`src/rtl/pulse_adc_demod.sv`:
```
// Dithered-pulse ADC demodulator: averages adc_a over the plus and minus phases of P and reports j_plus/j_minus/dj.
// Latency: valid 3 adc_clk edges after the first edge sampling P high (two-flop sync + FSM register).
// Backpressure: none; valid is a one-cycle strobe, a short or aborted phase raises sticky err instead.
module pulse_adc_demod #(
    parameter int ADC_WIDTH     = 14,
    parameter int SETTLE_CYCLES = 16,
    parameter int AVG_LOG2      = 8
) (
    input  logic                 adc_clk,
    input  logic                 adc_rstn,
    input  logic                 P,
    input  logic [ADC_WIDTH-1:0] adc_a,
    input  logic                 clr_err,
    output logic [ADC_WIDTH-1:0] j_plus,
    output logic [ADC_WIDTH-1:0] j_minus,
    output logic [ADC_WIDTH:0]   dj,
    output logic                 valid,
    output logic                 err
);

    localparam int              ACC_W       = ADC_WIDTH + AVG_LOG2;
    localparam logic [15:0]     SETTLE_LAST = 16'(SETTLE_CYCLES - 1);
    localparam logic [AVG_LOG2:0] SAMP_ONE  = (AVG_LOG2+1)'(1);

    typedef enum logic [2:0] {
        IDLE     = 3'd0,
        SETTLE_H = 3'd1,
        ACC_H    = 3'd2,
        SETTLE_L = 3'd3,
        ACC_L    = 3'd4
    } state_t;

    state_t state, state_nxt;

    logic p_s1, ps, ps_d;
    logic rise, fall;

    logic [15:0]          settle_cnt;
    logic [AVG_LOG2:0]    samp_cnt;
    logic [ACC_W-1:0]     acc;
    logic [ADC_WIDTH-1:0] plus_stage;
    logic [ADC_WIDTH-1:0] avg;
    logic                 done;

    logic settle_clr, settle_inc, acc_clr, acc_en, stage_en, out_en, err_set;

    assign rise = ps & ~ps_d;
    assign fall = ~ps & ps_d;
    // Floor average: dropping the low AVG_LOG2 bits is an arithmetic right shift.
    assign avg  = acc[ACC_W-1:AVG_LOG2];
    assign done = samp_cnt[AVG_LOG2];

    always_ff @(posedge adc_clk or negedge adc_rstn) begin
        if (!adc_rstn) begin
            p_s1 <= 1'b0;
            ps   <= 1'b0;
            ps_d <= 1'b0;
        end else begin
            p_s1 <= P;
            ps   <= p_s1;
            ps_d <= ps;
        end
    end

    always_ff @(posedge adc_clk or negedge adc_rstn) begin
        if (!adc_rstn) state <= IDLE;
        else           state <= state_nxt;
    end

    always_comb begin
        state_nxt  = state;
        settle_clr = 1'b0;
        settle_inc = 1'b0;
        acc_clr    = 1'b0;
        acc_en     = 1'b0;
        stage_en   = 1'b0;
        out_en     = 1'b0;
        err_set    = 1'b0;
        case (state)
            IDLE: begin
                if (rise) begin
                    state_nxt  = SETTLE_H;
                    settle_clr = 1'b1;
                end
            end
            SETTLE_H: begin
                if (fall) begin
                    err_set   = 1'b1;
                    state_nxt = IDLE;
                end else if (settle_cnt == SETTLE_LAST) begin
                    state_nxt = ACC_H;
                    acc_clr   = 1'b1;
                end else begin
                    settle_inc = 1'b1;
                end
            end
            ACC_H: begin
                if (fall) begin
                    if (done) begin
                        stage_en   = 1'b1;
                        settle_clr = 1'b1;
                        state_nxt  = SETTLE_L;
                    end else begin
                        err_set   = 1'b1;
                        state_nxt = IDLE;
                    end
                end else if (!done) begin
                    acc_en = 1'b1;
                end
            end
            SETTLE_L: begin
                if (rise) begin
                    err_set    = 1'b1;
                    settle_clr = 1'b1;
                    state_nxt  = SETTLE_H;
                end else if (settle_cnt == SETTLE_LAST) begin
                    state_nxt = ACC_L;
                    acc_clr   = 1'b1;
                end else begin
                    settle_inc = 1'b1;
                end
            end
            ACC_L: begin
                if (rise) begin
                    // A rise always starts a new plus phase; it only reports if the minus phase was complete.
                    out_en     = done;
                    err_set    = ~done;
                    settle_clr = 1'b1;
                    state_nxt  = SETTLE_H;
                end else if (!done) begin
                    acc_en = 1'b1;
                end
            end
            default: state_nxt = IDLE;
        endcase
    end

    always_ff @(posedge adc_clk or negedge adc_rstn) begin
        if (!adc_rstn) begin
            settle_cnt <= '0;
            samp_cnt   <= '0;
            acc        <= '0;
            plus_stage <= '0;
            j_plus     <= '0;
            j_minus    <= '0;
            dj         <= '0;
            valid      <= 1'b0;
            err        <= 1'b0;
        end else begin
            if (settle_clr)      settle_cnt <= '0;
            else if (settle_inc) settle_cnt <= settle_cnt + 16'd1;

            if (acc_clr) begin
                acc      <= '0;
                samp_cnt <= '0;
            end else if (acc_en) begin
                acc      <= acc + {{AVG_LOG2{adc_a[ADC_WIDTH-1]}}, adc_a};
                samp_cnt <= samp_cnt + SAMP_ONE;
            end

            if (stage_en) plus_stage <= avg;

            valid <= out_en;
            if (out_en) begin
                j_plus  <= plus_stage;
                j_minus <= avg;
                dj      <= {plus_stage[ADC_WIDTH-1], plus_stage} - {avg[ADC_WIDTH-1], avg};
            end

            // A new error wins over a simultaneous clear.
            if (err_set)      err <= 1'b1;
            else if (clr_err) err <= 1'b0;
        end
    end

endmodule

```
`config.mk`:
```
export PLATFORM = sky130hd
export DESIGN_NAME = pulse_adc_demod
export DESIGN_NICKNAME = d
export VERILOG_FILES = /design/src/rtl/pulse_adc_demod.sv
export SDC_FILE = /design/constraint.sdc
export NUM_CORES = 1
export LEC_CHECK = 0
export BUFFER_PORTS_ARGS = -buffer_cell sky130_fd_sc_hd__buf_2
export CORE_MARGIN = 10
export CORE_UTILIZATION = 64
export DETAILED_ROUTE_END_ITERATION = 8
export GPL_TIMING_DRIVEN = 0
export PLACE_DENSITY = 0.86
export SYNTH_ARGS = -nofsm -noshare
export SYNTH_HDL_FRONTEND = slang
export SYNTH_SLANG_ARGS = --single-unit
export TNS_END_PERCENT = 10
```
`constraint.sdc`:
```
create_clock -name adc_clk -period 5.7 [get_ports adc_clk]
set_input_delay 0.285 -clock adc_clk [delete_from_list [all_inputs] [get_ports adc_clk]]
set_output_delay 0.285 -clock adc_clk [all_outputs]
set_load 0.1 [all_outputs]
```
Yosys cells after proc, flatten, opt, wreduce, memory -nomap -nowiden

Index checks and enable logic that the tools add are counted.

Add/sub/neg operators: 4
Multipliers: 0
Divide/modulo/power cells: 0
$lt $le $gt $ge: 0
Equality and inequality tests: 9
Shift-type cells: 0
Multiplexer cells: 39
Bitwise gates (word level): 5
Reductions and logical operators: 7

Operator list:

| operator                | count |
|---|---|
| $mux W22                | 2 |
| $mux W16                | 2 |
| $add A22 B22 Y22        | 1 |
| $mux W1                 | 20 |
| $mux W3                 | 6 |
| $mux W9                 | 2 |
| $add A16 B1 Y16 const B | 1 |
| $eq A16 B4 Y1 const B   | 1 |
| $sub A14 B14 Y15        | 1 |
| $pmux W3 S4             | 1 |
| $add A9 B1 Y9 const B   | 1 |
| $pmux W1 S2             | 4 |
| $eq A3 B2 Y1 const B    | 2 |
| $ne A3 B3 Y1 const B    | 2 |
| $reduce_bool A2 Y1      | 3 |
| $pmux W1 S4             | 1 |
| $reduce_and A4 Y1       | 1 |
| $eq A3 B1 Y1 const B    | 1 |
| $eq A3 B3 Y1 const B    | 1 |
| $logic_not A3 Y1        | 1 |
| $not A1 Y1              | 3 |
| $reduce_or A3 Y1        | 1 |
| $and A1 B1 Y1           | 2 |
| $mux W2                 | 1 |
| other kinds (3)         | 3 |

Bits in registers: 112
Latch bits: 0
Bits in writable memories: 0
Memory bits (read-only): 0
Output and inout bits: 45
Memories: 0

Longest topological paths before layout

Gate-level depths: netlist of run 1.

Depth after elaboration: 6
Depth in mapped cells: 10
Depth with buffers taken out: 10

Worst setup path after synthesis of run 1

Ideal clock, no wire load.

Path kind: register to register
From: reg acc[8]
To: reg dj[14]
Library setup time: 0.126 ns
Arrival time: 2.085 ns
Data required time: 5.574 ns
Slack: 3.488 ns
Cell stages (with the launch flop): 10
Path through: dfrtp_1 -> ha_1 -> fa_1 -> nand2b_1 -> a21oi_1 -> o21ai_0 -> a21oi_1 -> a31oi_1 -> nor4_1 -> nor2_1

Word-level cells in the longest chain between the ends: 1

Ends and longest elaborated chain:

| what                   | line | text |
|---|---|---|
| start, declared        | 40   | `logic [ACC_W-1:0] acc;` |
| start signal, assigned | 157  | `acc <= acc + {{AVG_LOG2{adc_a[ADC_WIDTH-1]}}, adc_a};` |
| $sub A14 B14 Y15       | 167  | `dj <= {plus_stage[ADC_WIDTH-1], plus_stage} - {avg[ADC_WIDTH-1], avg};` |
| end signal, assigned   | 167  |  |
| end, declared          | 16   | `output logic [ADC_WIDTH:0] dj,` |

No other way between the ends.
A chain may end at the register's enable or synchronous reset.

Worst setup path in the final report of run 1

Same ends and word-level chain as after synthesis.

==> metrics.md, run 1 <==
| Metric | Value |
|---|---|
| Via count | `approximately 5300` |
| TritonCTS clock tree | `built` |
| Max-Cap Viols | `0` |
| DR WL/cell | `about 16 microns` |
| DRC | `0` |
| Final setup fails | `0` |
| Number of routed nets with antenna violations | `0` |
| Required @ worst endpoint | `5.96 ns` |
| Reg clk slew, reported paths | `0.10 ns` |
| CTS max path bufs | `2` |
| Final core utilization | `0.745` |
| Postcts setup bufs | `0` |
| Number of cell rows | `35` |
| CTS H-tree lvls | `3` |
| Total die area | `0.0141 sq mm` |
| Clk Latency, worst-skew pair | `0.37 ns` |
| Startpoint Class | `register` |
| Ys flop type | `dfrtp_1` |
| I/O pins | `63` |
| Power per cell area | `413 mW/mm^2` |
| CTS buffer count | `9` |
| Detailed Route Iter0 Violations | `about 450` |
| R2R Path End | `dj[14]` |
| Antenna violations before repair | `0` |
| Number of synthesized register bits | `~110` |
| Synth Net Count | `around 750` |
| Register area share after synthesis | `0.450` |
| Slew HR | `0.340` |
| Status | `finished, final reports clean` |
| Port Buf Inserts | `62` |
| Placed instance area | `0.00673 sq mm` |
| Post-DP HPWL | `approximately 11 mm` |
| Slowest CP cell | `dfrtp_1` |
| Reg-to-reg startpoint | `acc[8]` |
| Unrepaired setup endpoints after global routing | `false` |
| Layout cells sized above 1 | `0.144` |
| WL final | `14.4 mm` |
| Crit Path Class | `reg -> reg` |
| Clock root buffer | `clkbuf_8` |
| # clock sinks | `112` |
| Skew final | `~0.0093 ns` |
| Critical path buffers and inverters | `0` |
| TritonRoute pass-1 iters | `6` |
| CP Data Arrival Time | `2.87 ns` |
| Post-cts resize count | `0` |
| Critical path fanouts, max | `5` |
| Hold WC Path Type | `in -> reg` |
| Synthesized cell area | `0.00623 sq mm` |
| Cell area after layout | `0.00698 sq mm` |
| Reg2reg setup slack | `around 3 ns` |
| Final GP Congestion | `about 0.9` |
| Final Max Tran Viols | `0` |
| Worst slew pin tran | `slightly below 1 ns` |
| Area Overhead vs Synth | `12.1%` |
| Largest net degree at the start of global routing | `slightly above 60` |
| CP Cell Sequence | `ha_1 -> fa_1 -> nand2b_1 -> a21oi_1 -> o21ai_0 -> a21oi_1 -> a31oi_1 -> nor4_1 -> nor2_1` |
| CP peak stage delay | `0.46 ns` |
| Synth Instances | `689` |
| CP startpoint | `acc[8]` |
| Inserted Diodes | `0` |
| CP top delay family | `compound AO/OA/AOI/OAI gates` |
| Crit path depth | `9` |
| Reg2Reg Depth | `9` |
| All-layer global routing usage | `0.202` |
| Peak supply drop | `about 0.26 mV` |
| Synth async-reset ratio | `1.00` |
| Starting Density | `0.665` |
| Post-synthesis area per instance | `9.04 sq um` |
| Highest Clock Rate | `0.383 GHz` |
| First-pass GRT wire length | `~24 mm` |
| DR vias/cell | `~5.9` |
| Tmin final | `around 2.6 ns` |
| Ys Warns | `0` |
| Placement Setup Slack | `around 3.2 ns` |
| GRT overflow | `0` |
| Final hold violations | `0` |
| P_leak | `3.50 nW` |
| Vias in the first global route | `between 5000 and 6000` |
| Worst setup EP type | `register` |
| Yosys cell types | `between 60 and 70` |
| PnR worst setup slack | `about 3.1 ns` |
| Setup TNS | `0 ns` |
| Core footprint | `around 0.0094 sq mm` |
| CP dominant cell by count | `a21oi_1` |
| Setup crit end | `dj[14]` |
| EDFF count, synth | `0` |
| Die Height | `approximately 120 microns` |
| Die width | `around 120 microns` |
| # nets final | `822` |
| Period Utilization, post-route | `0.458` |
-- synth_stat cells (8+ instances only) --
cell type / n / area [sq um]
xnor2_1: 21 / 184
inv_1: 29 / 109
o21ai_0: 55 / 275
o22ai_1: 12 / 75.1
a21o_1: 9 / 67.6
ha_1: 37 / 463
nand2_1: 137 / 514
nor2_1: 45 / 169
dfrtp_1: 112 / 2800
nand4_1: 11 / 68.8
and3_1: 9 / 56.3
nor3_1: 8 / 40.0
xor2_1: 24 / 210
clkbuf_1: 15 / 56.3
a21oi_1: 32 / 160
o21ai_1: 13 / 65.1
nand3_1: 17 / 85.1
nand2b_1: 10 / 62.6
-- per-stage QoR --
stage               total power, mW  std cells  hold WS [ns]
floorplan                      2.05        689       -0.0106
global placement               2.27        880         0.334
detailed placement             2.33        881         0.347
CTS                            2.87        899        0.0962
global route                   3.09        899         0.104
finish                         2.88        899        0.0986
-- worst register-to-register path, stage by stage, from the launching register on --
cell	delay, ns
dfrtp_1	0.46
ha_1	0.26
fa_1	0.41
nand2b_1	0.16
a21oi_1	0.18
o21ai_0	0.16
a21oi_1	0.33
a31oi_1	0.19
nor4_1	0.28
nor2_1	0.08
-- sequential cells by signal, indices dropped and copies added, names as in the netlist --
name        flops
err             1
j_plus         14
p_s1            1
ps_d            1
plus_stage     14
ps              1
j_minus        14
valid           1
samp_cnt        9
acc            22
state           3
dj             15
settle_cnt     16
-- cell families (layout without fill, tap and decap cells) --
kind of cell / Yosys count / count (layout) / synth area share
XOR/XNOR: 45 / 45 / 0.0633
flip-flops: 112 / 112 / 0.450
adder cells (fa/ha/maj): 39 / 39 / 0.0807
AO/OA/AOI/OAI: 160 / 160 / 0.156
AND/OR/NAND/NOR: 271 / 271 / 0.203
multiplexers: 6 / 6 / 0.0100
buffers and inverters: 56 / 137 / 0.0372
-- layer usage --
layer | track usage | part of all wire | up-vias
li1 | - | - | 2528
met1 | 0.250 | 0.43 | 2553
met2 | 0.340 | 0.48 | 217
met3 | 0.0405 | 0.068 | 31
met4 | 0.0763 | 0.021 | 0
met5 | 0 | 0 | -
-- cells in the final DEF, fill, tap and decap left out, drive strengths merged, types with 21 or more instances in the layout --
master / instances
nand2: 137
dfrtp: 112
buf: 73
o21ai: 68
nor2: 46
ha: 37
a21oi: 35
inv: 30
clkbuf: 25
xor2: 24
xnor2: 21
-- power by group --
group | internal [mW] | switching, mW
sequential | 0.912 | 0.0995
clock | 0.252 | 0.278
combinational | 0.535 | 0.807
total | 1.70 | 1.18
-- area by class of cell --
type | count | area [sq um]
repair buffers | 65 | 360
flip-flops and latches | 112 | 2800
inverters | 30 | 113
well taps | 129 | 161
fillers | 720 | 2390
clock buffers | 9 | 124
multi-input cells | 521 | 3200
plain buffers | 26 | 119
clock inverters | 7 | 108
-- worst min-delay path by stage --
stage	from	endpoint	slack, ns	cells after the start
2_1_floorplan	adc_rstn	acc[0]	-0.01	0
3_3_place_gp	p_s1	ps	0.33	0
3_5_place_dp	p_s1	ps	0.35	0
4_1_cts	clr_err	err	0.1	2
5_1_grt	clr_err	err	0.10	2
6_report	clr_err	err	0.1	2
-- what timing repair did --
action / 4_1_cts / 5_1_grt
setup endpoints to repair: 0 / 0
hold buffers: 2 / 0
endpoints found under the hold margin: 52 / 0
(Power assumes the default switching activity.)
==> run 2: changes to the inputs <==
- ABC_AREA: unset -> 1
- CORE_UTILIZATION: 64 -> 60
- PLACE_DENSITY: 0.86 -> 0.8
- clock period: 5.7 -> 2.6 ns (I/O delays scaled with it)
==> run 2 against run 1 <==
  * Clock skew is 0.0016 ns lower
  * Critical endpoint unchanged
  * Highest routed layer unchanged
  * Die area rose by 17%
  * Sequential power increased by 110%
  * Register-to-register slack got worse by 2.6 ns
  * Clock power increased by 140%
  * Global-route usage rose by 1.3 points
  * Synthesized cell count up 42%
  * Routed wire length increased by 19%
==> metrics.md, run 2 <==
| Metric | Value |
|---|---|
| Hold Path Cell Cnt | `4` |
| Reg clk slew, reported paths | `0.07 ns` |
| Clock root buffer | `clkbuf_16` |
| Synth Net Count | `slightly above 1000` |
| Hold WC Path Type | `in -> reg` |
| Slew HR | `0.482` |
| Top-count cell post-synth | `nand2_1` |
| DRC | `0` |
| WL final | `17.2 mm` |
| Startpoint Class | `register` |
| Largest net degree at the start of global routing | `58` |
| Fin cells | `1203` |
| Crit Path Class | `reg -> reg` |
| Status | `finished, final reports clean` |
| Ys flop type | `dfrtp_1` |
| CTS max path bufs | `2` |
| Detailed Route Iter0 Violations | `about 370` |
| Synthesized cell area | `0.00703 sq mm` |
| TritonRoute pass-1 iters | `5` |
| Final setup fails | `0` |
| Top Registers | `acc (22), settle_cnt (16), dj (15)` |
| Post-synth top area share | `0.398` |
| Post-synthesis area per instance | `7.18 sq um` |
| Worst Hold Slack | `0.112 ns` |
| Multi-input gate area | `0.00357 sq mm` |
| Vias in the first global route | `about 6200` |
| Total die area | `roughly 0.016 sq mm` |
| CTS H-tree lvls | `3` |
| Postcts setup bufs | `0` |
| Port Buf Inserts | `a little over 60` |
| I/O pins | `63` |
| Die width | `128 microns` |
| Clk Latency, worst-skew pair | `between 0.3 and 0.4 ns` |
| Number of routed nets with antenna violations | `0` |
| Tmin final | `2.12 ns` |
| # clock sinks | `~110` |
| First-pass GRT wire length | `about 29 mm` |
| Skew final | `~0.0077 ns` |
| Die Height | `approximately 130 microns` |
| Synth async-reset ratio | `1.00` |
| Core footprint | `0.0115 sq mm` |
| Yosys cell types | `35` |
| Reg2reg setup slack | `0.48 ns` |
| Area Overhead vs Synth | `11.4%` |
| Register area share after synthesis | `0.398` |
| Largest register FFs | `22` |
| Reg2Reg Depth | `11` |
| DR vias/cell | `5.40` |
| Final hold violations | `0` |
| Peak supply drop | `0.598 mV` |
| Post-DP HPWL | `13.4 mm` |
| Synth Instances | `980` |
| GRT overflow | `0` |
| CTS buffer count | `9` |
| All-layer global routing usage | `0.215` |
| Dpl cells | `1186` |
| P_leak | `4.38 nW` |
| DR WL/cell | `roughly 14 microns` |
| # nets final | `approximately 1100` |
| Reg with most FFs | `acc` |
| Unrepaired setup endpoints after global routing | `false` |
| Critical path fanouts, max | `5` |
| TritonCTS clock tree | `built` |
| Commonest non-fill, non-tap cell in the layout | `nand2_1` |
| Inserted Diodes | `0` |
| Setup TNS | `0 ns` |
| Synth area leaders | `dfrtp_1 (40%), nand2_1 (18%), inv_1 (6.9%)` |
| Period Utilization, post-route | `0.814` |
| Via count | `around 6500` |
| Most frequent cells in the layout | `nand2_1 (331), inv_1 (129), dfrtp_1 (112), nand3_1 (81), buf_2 (70)` |
| Starting Density | `0.613` |
| Commonest cells in the netlist | `nand2_1 (331), inv_1 (129), dfrtp_1 (112)` |
| Number of cell rows | `39` |
| Leading area contributor after synthesis | `dfrtp_1` |
| Required @ worst endpoint | `approximately 2.8 ns` |
| Fill count | `1015` |
| Power per cell area | `783 mW/mm^2` |
| Final Max Tran Viols | `0` |
| CP Data Arrival Time | `2.36 ns` |
| Reg area | `0.00280 sq mm` |
| Worst slew pin tran | `0.777 ns` |
| Antenna violations before repair | `0` |
| Final GP Congestion | `between 0.9 and 1` |
| Number of synthesized register bits | `roughly 110` |
| EDFF count, synth | `0` |
| Ys Warns | `0` |
| Layout cells sized above 1 | `0.108` |
| Max-Cap Viols | `0` |
| Worst setup EP type | `register` |
| Overall power | `about 6.1 mW` |
| Highest Clock Rate | `0.473 GHz` |
## run 2: final cells by class
class,instances,share of cell area
multi-input combinational,711,0.455
sequential,112,0.358
inverter,134,0.0642
timing repair buffer,66,0.0472
clock buffer,13,0.0319
tap,143,0.0228
buffer,23,0.0204
clock inverter,1,0.000638
## run 2: path summary, 6_finish.rpt
check	startpoint	end
max in group asynchronous	adc_rstn	dj[14]
worst min-delay path	adc_a[0]	acc[0]
min in group asynchronous	adc_rstn	acc[1]
worst max register to register	acc[8]	dj[14]
worst min register to register	p_s1	ps
worst max-delay path	acc[8]	dj[14]
## run 2: metal layers
metal / part of all wire / global-route usage
met5: 0 / 0
met4: 0.015 / 0.0570
met3: 0.050 / 0.0443
met2: 0.47 / 0.351
met1: 0.47 / 0.282
## run 2: stage by stage
stage | util | area (sq um) | worst slack [ns]
final | 0.684 | 7840 | 0.484
after global routing | 0.684 | 7840 | 0.263
after CTS | 0.684 | 7840 | 0.459
after detailed placement | 0.659 | 7550 | 0.479
after global placement | 0.656 | 7520 | 0.0675
after floorplan | - | 7030 | 0.753
## run 2: timing repair
item / in CTS / in global routing
endpoints found under the hold margin: 58 / 0
resized for setup: 0 / 0
hold buffers: 3 / 0
## run 2: power by group
part / internal, mW / switching (mW) / total (mW) / leakage (nW)
combinational: 0.946 / 1.77 / 2.71 / 2.77
clock: 0.666 / 0.594 / 1.26 / 0.126
sequential: 1.96 / 0.206 / 2.17 / 1.48
total: 3.57 / 2.57 / 6.14 / 4.38
## run 2: cells by family after synthesis
family,share of synthesized area
xor+xnor,0.0199
flops,0.398
compound gates,0.0870
buf+inv,0.0943
simple gates,0.329
fa+ha+maj,0.0715
## run 2: critical path, stage by stage, from the launching register on
cell and delay [ns]:
dfrtp_1 0.46, ha_1 0.26, fa_1 0.41, nand3b_1 0.19, nand2_1 0.14, nand2_1 0.06
nand2_1 0.14, nand3_1 0.11, nand2_1 0.08, nand2_1 0.05, nand3_1 0.06, nand2_1 0.05
